`config.mk`:
```
export PLATFORM = sky130hd
export DESIGN_NAME = bram_line_ctrl
export DESIGN_NICKNAME = d
export VERILOG_FILES = /design/src/rtl/bram_ctrl_pkg.sv /design/src/rtl/bram_rd_pipe.sv /design/src/rtl/bram_line_ctrl.sv
export SDC_FILE = /design/constraint.sdc
export NUM_CORES = 1
export LEC_CHECK = 0
export CAP_MARGIN = 15
export CELL_PAD_IN_SITES_DETAIL_PLACEMENT = 1
export CELL_PAD_IN_SITES_GLOBAL_PLACEMENT = 1
export CORE_MARGIN = 2
export CORE_UTILIZATION = 29
export CTS_BUF_LIST = sky130_fd_sc_hd__clkbuf_4
export CTS_CLUSTER_DIAMETER = 50
export DETAILED_ROUTE_END_ITERATION = 10
export PLACE_DENSITY = 0.91
export SETUP_SLACK_MARGIN = 0.2
export SYNTH_ARGS = -nofsm -noshare
export SYNTH_HDL_FRONTEND = slang
export SYNTH_SLANG_ARGS = --single-unit
```
`constraint.sdc`:
```
create_clock -name clka -period 2.28 [get_ports clka]
set_input_delay 0.456 -clock clka [delete_from_list [all_inputs] [get_ports clka]]
set_output_delay 0.456 -clock clka [all_outputs]
set_load 0.01 [all_outputs]
```
`src/rtl/bram_ctrl_pkg.sv`:
```
// Shared state type, read latency and helpers for the BRAM line controller.
// Define BRAM_LINE_CTRL_HIGH_PERF_EN for a BRAM with an output register (LAT=2).
package bram_ctrl_pkg;

    typedef enum logic [2:0] {
        ST_IDLE  = 3'd0,
        ST_WRITE = 3'd1,
        ST_READ  = 3'd2,
        ST_DRAIN = 3'd3,
        ST_DONE  = 3'd4
    } ctrl_state_e;

`ifdef BRAM_LINE_CTRL_HIGH_PERF_EN
    localparam int LAT       = 2;
    localparam bit HIGH_PERF = 1'b1;
`else
    localparam int LAT       = 1;
    localparam bit HIGH_PERF = 1'b0;
`endif

    function automatic int ctrl_clog2(input int value);
        int res;
        res = 0;
        for (int i = 0; i < 31; i++) begin
            if ((32'sd1 << i) < value) begin
                res = i + 1;
            end
        end
        return res;
    endfunction

endpackage

```
`src/rtl/bram_rd_pipe.sv`:
```
// Read-return tracker: a LAT-deep shift of issue/last markers aligned with ram_douta.
// Depth follows BRAM_LINE_CTRL_HIGH_PERF_EN through bram_ctrl_pkg::LAT.
module bram_rd_pipe
    import bram_ctrl_pkg::*;
#(
    parameter int DEPTH = LAT
) (
    input  logic clka,
    input  logic rsta,
    input  logic issue,
    input  logic issue_last,
    output logic rd_valid,
    output logic rd_last,
    output logic drained,
    output logic regce
);

    localparam logic [DEPTH-1:0] OUT_BIT = DEPTH'(1'b1) << (DEPTH - 1);

    logic [DEPTH-1:0] vld_r;
    logic [DEPTH-1:0] last_r;

    // Advance issue markers one stage per cycle toward the output stage
    always_ff @(posedge clka or posedge rsta) begin
        if (rsta) begin
            vld_r  <= {DEPTH{1'b0}};
            last_r <= {DEPTH{1'b0}};
        end else begin
            vld_r  <= (vld_r << 1) | DEPTH'(issue);
            last_r <= (last_r << 1) | DEPTH'(issue && issue_last);
        end
    end

    assign rd_valid = vld_r[DEPTH-1];
    assign rd_last  = last_r[DEPTH-1];
    // Nothing behind the output stage: the pipe is empty after this cycle
    assign drained  = ((vld_r & ~OUT_BIT) == {DEPTH{1'b0}});
    assign regce    = HIGH_PERF ? (|vld_r) : 1'b0;

endmodule

```
`src/rtl/bram_line_ctrl.sv`:
```
// Line-burst controller for a no-change single-port BRAM: whole-line writes and reads.
// Define BRAM_LINE_CTRL_HIGH_PERF_EN to use the BRAM output register (two-cycle reads).
module bram_line_ctrl
    import bram_ctrl_pkg::*;
#(
    parameter int RAM_WIDTH  = 32,
    parameter int ADDR_WIDTH = 9,
    parameter int LINE_WORDS = 8
) (
    input  logic                                         clka,
    input  logic                                         rsta,
    input  logic                                         req_valid,
    output logic                                         req_ready,
    input  logic                                         req_we,
    input  logic [ADDR_WIDTH-ctrl_clog2(LINE_WORDS)-1:0] req_line,
    input  logic                                         wdata_valid,
    output logic                                         wdata_ready,
    input  logic [RAM_WIDTH-1:0]                         wdata,
    output logic                                         rdata_valid,
    output logic [RAM_WIDTH-1:0]                         rdata,
    output logic                                         rdata_last,
    output logic                                         done,
    output logic [ADDR_WIDTH-1:0]                        ram_addra,
    output logic [RAM_WIDTH-1:0]                         ram_dina,
    output logic                                         ram_wea,
    output logic                                         ram_ena,
    output logic                                         ram_regcea,
    input  logic [RAM_WIDTH-1:0]                         ram_douta
);

    localparam int OFS_W  = ctrl_clog2(LINE_WORDS);
    localparam int LINE_W = ADDR_WIDTH - OFS_W;
    localparam logic [OFS_W-1:0] OFS_MAX = OFS_W'(LINE_WORDS - 1);

    ctrl_state_e          state_r;
    logic [LINE_W-1:0]    line_r;
    logic [OFS_W-1:0]     ofs_r;
    logic                 req_ready_r;
    logic                 wdata_ready_r;
    logic                 done_r;
    logic [ADDR_WIDTH-1:0] addr_hold_r;
    logic [RAM_WIDTH-1:0] dina_hold_r;

    logic wr_beat_s;
    logic rd_issue_s;
    logic access_s;
    logic pipe_drained_s;

    assign wr_beat_s  = (state_r == ST_WRITE) && wdata_valid;
    assign rd_issue_s = (state_r == ST_READ);
    assign access_s   = wr_beat_s || rd_issue_s;

    // Line sequencing with registered handshake and completion outputs
    always_ff @(posedge clka or posedge rsta) begin
        if (rsta) begin
            state_r       <= ST_IDLE;
            line_r        <= {LINE_W{1'b0}};
            ofs_r         <= {OFS_W{1'b0}};
            req_ready_r   <= 1'b1;
            wdata_ready_r <= 1'b0;
            done_r        <= 1'b0;
        end else begin
            case (state_r)
                ST_IDLE: begin
                    done_r <= 1'b0;
                    if (req_valid && req_ready_r) begin
                        line_r      <= req_line;
                        ofs_r       <= {OFS_W{1'b0}};
                        req_ready_r <= 1'b0;
                        if (req_we) begin
                            state_r       <= ST_WRITE;
                            wdata_ready_r <= 1'b1;
                        end else begin
                            state_r       <= ST_READ;
                            wdata_ready_r <= 1'b0;
                        end
                    end else begin
                        req_ready_r   <= 1'b1;
                        wdata_ready_r <= 1'b0;
                    end
                end
                ST_WRITE: begin
                    if (wdata_valid) begin
                        ofs_r <= ofs_r + OFS_W'(1'b1);
                        if (ofs_r == OFS_MAX) begin
                            state_r       <= ST_DONE;
                            wdata_ready_r <= 1'b0;
                            done_r        <= 1'b1;
                        end
                    end
                end
                ST_READ: begin
                    ofs_r <= ofs_r + OFS_W'(1'b1);
                    if (ofs_r == OFS_MAX) begin
                        state_r <= ST_DRAIN;
                    end
                end
                ST_DRAIN: begin
                    if (pipe_drained_s) begin
                        state_r <= ST_DONE;
                        done_r  <= 1'b1;
                    end
                end
                ST_DONE: begin
                    state_r     <= ST_IDLE;
                    done_r      <= 1'b0;
                    req_ready_r <= 1'b1;
                end
                default: begin
                    state_r       <= ST_IDLE;
                    req_ready_r   <= 1'b1;
                    wdata_ready_r <= 1'b0;
                    done_r        <= 1'b0;
                end
            endcase
        end
    end

    // Remember the last address/data presented so idle cycles do not disturb the port
    always_ff @(posedge clka or posedge rsta) begin
        if (rsta) begin
            addr_hold_r <= {ADDR_WIDTH{1'b0}};
            dina_hold_r <= {RAM_WIDTH{1'b0}};
        end else begin
            if (access_s) begin
                addr_hold_r <= {line_r, ofs_r};
            end
            if (wr_beat_s) begin
                dina_hold_r <= wdata;
            end
        end
    end

    assign ram_ena   = access_s;
    assign ram_wea   = wr_beat_s;
    assign ram_addra = access_s ? {line_r, ofs_r} : addr_hold_r;
    assign ram_dina  = wr_beat_s ? wdata : dina_hold_r;

    bram_rd_pipe #(
        .DEPTH(LAT)
    ) u_rd_pipe (
        .clka       (clka),
        .rsta       (rsta),
        .issue      (rd_issue_s),
        .issue_last (ofs_r == OFS_MAX),
        .rd_valid   (rdata_valid),
        .rd_last    (rdata_last),
        .drained    (pipe_drained_s),
        .regce      (ram_regcea)
    );

    assign rdata       = ram_douta;
    assign req_ready   = req_ready_r;
    assign wdata_ready = wdata_ready_r;
    assign done        = done_r;

endmodule

```
# Yosys cells after proc, flatten, opt, wreduce, memory -nomap -nowiden
# Index checks and enable logic that the tools add are counted.
[classes]
n_addsub = 1
eq_ne = 9
mux = 21
bitwise_logic = 2
reduce_logical = 13
[op_table]
columns = ["cell", "n"]
rows = [
  ["32-bit two-way mux", 1],
  ["3-bit two-way mux", 6],
  ["3-bit case mux with 4 select lines", 1],
  ["9-bit two-way mux", 1],
  ["3-bit case mux with 3 select lines", 1],
  ["3-bit AND reduction", 3],
  ["1-bit two-way mux", 7],
  ["3-bit by 2-bit equality test with 1-bit output (second input constant)", 2],
  ["3-bit equality test (second input constant)", 2],
  ["1-bit case mux with 3 select lines", 2],
  ["3-bit OR reduction", 2],
  ["2-bit by 1-bit inequality test with 1-bit output (second input constant)", 2],
  ["2-bit inequality test (second input constant)", 2],
  ["4-bit AND reduction", 1],
  ["3-bit by 1-bit adder with 3-bit output (second input constant)", 1],
  ["3-bit by 1-bit equality test with 1-bit output (second input constant)", 1],
  ["1-bit logical AND", 3],
  ["3-bit logical NOT", 1],
  ["3-bit nonzero test", 1],
  ["2-bit two-way mux", 1],
  ["1-bit inverter", 2],
  ["1-bit case mux with 2 select lines", 1],
  ["2-bit AND reduction", 1],
  ["1-bit logical OR", 1],
]
[totals]
reg_bits = 58
inputBits = 75
output_inout_bits = 81
elab_cells = 56

# Depth between registers and ports, before layout
[depth]
word_depth = 4
depth_mapped = 5
mapped_depth_nobuf = 5

# Hierarchy
# Synthesis repeated with hierarchy kept, for this count alone.
[hier_totals]
cells_unflattened = 195
hier_area_um2 = 2688.8
[modules_own_cells]
columns = ["mod", "n_inst", "cells_each", "area_each_um2", "seq_area_each_um2"]
rows = [
  ["bram_line_ctrl", 1, 187, 2606.2, 1402.6],
  ["bram_rd_pipe", 1, 8, 82.6, 50.0],
]

# Worst setup path before layout
# OpenSTA, ideal clock, no wires.
[synth_timing]
path_type = "input-to-output"
from = "input wdata_valid"
to = "output ram_dina[22]"
arrival_ns = 1.358
required_time_ns = 1.824
setup_slack_ns = 0.466
stages = 5
n_path_buf = 1
path_cell_list = "nor2b_2 > nand2_1 > inv_2 > buf_4 > mux2_2"
[synth_between]
elab_chain_cells = 2
[synth_rtl]
columns = ["item", "line", "text"]
rows = [
  ["start, declared", "bram_line_ctrl.sv:16", "input logic wdata_valid,"],
  ["1-bit logical AND", "bram_line_ctrl.sv:49", "assign wr_beat_s = (state_r == ST_WRITE) && wdata_valid;"],
  ["net ram_wea", "bram_line_ctrl.sv:25", "output logic ram_wea,"],
  ["32-bit two-way mux", "-", ""],
  ["end, declared", "bram_line_ctrl.sv:24", "output logic [RAM_WIDTH-1:0] ram_dina,"],
]
# The timed path passes the listed nets, and every way through them passes these cells.

# Worst setup path in the final report
[layout_timing]
from = "register state_r[1]"
to = "output ram_addra[7]"
[layout_between]
elab_chain_cells = 4
elab_cells_between_ends = 5
cone_classes = "2 x eq/ne; 1 x mux; 2 x reduce/logical"
[layout_rtl]
columns = ["item", "line", "text"]
rows = [
  ["start, declared", "bram_line_ctrl.sv:35", "ctrl_state_e state_r;"],
  ["start signal, assigned", "bram_line_ctrl.sv:56", "state_r <= ST_IDLE;"],
  ["start signal, assigned", "bram_line_ctrl.sv:71", "state_r <= ST_WRITE;"],
  ["start signal, assigned", "bram_line_ctrl.sv:74", "state_r <= ST_READ;"],
  ["3-bit by 1-bit equality test with 1-bit output", "bram_line_ctrl.sv:49", ""],
  ["1-bit logical AND", "bram_line_ctrl.sv:49", ""],
  ["1-bit logical OR (*)", "bram_line_ctrl.sv:51", "assign access_s = wr_beat_s || rd_issue_s;"],
  ["9-bit two-way mux (*)", "-", ""],
  ["end, declared", "bram_line_ctrl.sv:23", "output logic [ADDR_WIDTH-1:0] ram_addra,"],
]
# Mark *: on every way between the ends. The rest lies on a longest branch, timed or not.

==> impl_results.md <==
- Cells after synthesis: between 200 and 250
- Critical path peak fanout: 4
- Clock tree sinks: 58
- RSZ-0062 raised after global routing: yes
- Wl on met1: roughly 3.5 mm
- Commonest non-fill, non-tap cell in the layout: dfrtp_1
- WL met3: between 600 and 700 µm
- Antenna diodes: 0
- Routed met2 length: ~4.3 mm
- Die W: 101.6 µm
- Port buffer count: 90
- CTS root buf: clkbuf_4
- Vert. Die Dim: 101.6 µm
- Ys async rst share: 100.0%
- Residual DRC count: 0
- Endpoints failing hold: 0
- Status: finished, violations left
- Yosys warns: 0
- Area of the mapped netlist: 2763 µm²
- First-pass GRT wire length: roughly 14 mm
- Clock Skew: 0.008939 ns
- Worst IR Drop VDD: between 0.6 and 0.7 mV
- Critical Path AT: between 1.5 and 2 ns
- DR WL/cell: around 19 µm
- Commonest cells after routing, fill and taps aside: 55 x dfrtp_1, 46 x clkdlybuf4s50_1, 42 x buf_6
- Area grow syn2layout: 63.13%
- Critical Path Slowest Stage Cell: dfrtp_2
- Syn Nets: ~300
- Clk_lat worst skew: slightly above 0.4 ns
- Worst hold path class: primary input to async pin
- Initial antenna violation count: 0
- FF+latch count, synth: between 50 and 60
- FP Rows: 35
- Sequential share of the synthesized area: between 50 and 60%
- Post-DP Area: about 3700 µm²
- Die Area: slightly above 10,000 µm²
- Num ports: ~160
- CP Capture Type: primary output
- Crit path max-delay family: flip-flops
- Via count of the routed design: 2,217
- Initial detailed-routing violation count: 43
- Clock buffer depth: 2
- Fraction of layout instances using a drive strength above 1: a little under three fifths
- Vias per inst: 4.778
- CTS tree: yes
- Tot Pwr: about 6.6 mW
- Violations in the final reports: setup timing
- Most frequent CP cell: buf_6
- Post-synth EDFFs: 0
- Static leakage: 2.055 nW
- Final WS setup: -0.08318 ns
- Clock transition at path regs: between 0.1 and 0.15 ns
- Period utilization: 103.6%
- Final min period: around 2.4 ns
- Sum of negative setup slack: -1.645 ns
- Max incr delay on CP: roughly 0.47 ns
- Fin nets: about 410
- Slew Viols, Final: 0
- Crit-path cells: buf_6 > buf_6 > or3b_4 > o22ai_2 > a221oi_2 > buf_2
- Initial DRT Pass Iterations: 4
- GRT Total Usage: between 15 and 20%
- GRT overflow: 0
- Critical Path RT: ~1.8 ns
- Largest net degree at the start of global routing: slightly below 60
- Final Cell Area: about 4500 µm²
- Htree depth: 3
- Area of the core: about 9200 µm²
- Final hold slack: 0.4204 ns
- Starting Density: ~30%
- WP buf/inv: 3
- Clock buffer count from CTS: 9
- F_max: 0.4232 GHz
- Top layer used by detailed routing: met4
- Endpoints failing setup: 38
- Hpwl dp: between 5 and 6 mm
- ANT nets after route: 0
- Max Cap Violations: 0
- Crit path kind: flip-flop to primary output
- Primary FF master, synth: dfrtp_1
- Distinct cells, synth: 40
- Mean Syn Cell Area: between 10 and 15 µm²
- Crit start category: flip-flop
- WL final: roughly 8.7 mm
- Vias in the first global route: 2,575
- Pwr per Cell Area: approximately 1500 nW/µm²
- GP Congestion: approximately 0.77
[stage by stage]
stage / utilization, % / std cells / worst slack, ns
3_5_place_dp: 39.69 / 418 / -0.6454
6_report: 48.77 / 464 / -0.08318
4_1_cts: 47.29 / 454 / -0.1071
2_1_floorplan: - / 227 / 0.3977
5_1_grt: 48.77 / 464 / -0.1704
3_3_place_gp: 39.69 / 418 / -0.5683
[routing by layer]
layer,vias to the layer above,track usage (%)
met4,0,7.484
li1,991,-
met5,-,0
met1,1113,20.01
met3,24,6.418
met2,89,29.00
[worst paths after layout]
| check | cells after the start | start | to | slack [ns] |
|---|---|---|---|---|
| max in group asynchronous | 3 | rsta | req_ready | 1.56 |
| worst min register to register | 1 | dina_hold_r[16] | dina_hold_r[16] | 0.51 |
| worst max register to register | 7 | state_r[1] | line_r[4] | 0.31 |
| worst max-delay path | 6 | state_r[1] | ram_addra[7] | -0.08 |
| worst min-delay path | 3 | rsta | line_r[0] | 0.42 |
| min in group clka | 1 | dina_hold_r[16] | dina_hold_r[16] | 0.51 |
[registers in the layout (all words and copies together), names as in the netlist]
signal and count:
ofs_r 3, dina_hold_r 32, addr_hold_r 9, wdata_ready 1
line_r 6, done 1, state_r 3, u_rd_pipe.rd_valid 1
req_ready 1, u_rd_pipe.rd_last 1
[where the power goes]
part / leakage [nW] / switching (mW) / internal (mW)
logic: 1.31 / 1.62 / 2.34
clock network: 0.0652 / 0.407 / 0.320
registers: 0.684 / 0.345 / 1.54
[synth_stat cells, drive strengths merged, types with 2 or more instances]
| cell type | count | area (µm²) |
|---|---|---|
| a21oi | 5 | 25.02 |
| a221oi | 10 | 87.58 |
| a32o | 2 | 20.02 |
| buf | 43 | 306.5 |
| clkbuf | 3 | 11.26 |
| dfrtp | 57 | 1426 |
| ha | 2 | 25.02 |
| inv | 11 | 41.29 |
| mux2 | 38 | 427.9 |
| nand2 | 5 | 18.77 |
| nand2b | 4 | 25.02 |
| nand3 | 2 | 10.01 |
| nor2 | 6 | 22.52 |
| nor2b | 2 | 15.02 |
| nor3 | 2 | 21.27 |
| o22ai | 9 | 56.30 |
| o32ai | 8 | 70.07 |
| or2 | 2 | 12.52 |
| or3b | 2 | 17.52 |
[tightest hold or removal path, stage by stage]
cell and delay, ns:
clkdlybuf4s50_1 0.41, inv_2 0.08, buf_12 0.30
[cell families (layout without fill, tap and decap cells)]
group	count (synthesis)	in the layout	synth area share [%]
other	1	1	0.1357
flip-flops	58	58	52.58
AO/OA/AOI/OAI	43	43	12.05
buffers and inverters	57	164	13.00
adder cells (fa/ha/maj)	2	2	0.9057
multiplexers	38	38	15.49
AND/OR/NAND/NOR	28	29	5.843
[cell type report]
| type | instances | area, µm² |
|---|---|---|
| multi-input cells | 113 | 1285 |
| clock buffers | 9 | 67.56 |
| flip-flops and latches | 58 | 1455 |
| clock inverters | 6 | 58.81 |
| fillers | 937 | 4733 |
| well taps | 129 | 161.4 |
| inverters | 11 | 43.79 |
| repair buffers | 138 | 1435 |
[timing repair]
item / 4_1_cts / 5_1_grt
gates cloned: 4 / 1
pin swaps: 16 / 8
buffers inserted: 17 / 9
setup endpoints to repair: 43 / 49
gates resized for setup: 294 / 6
hold buffers: 0 / 0
Power figures use the tool's default switching activity.
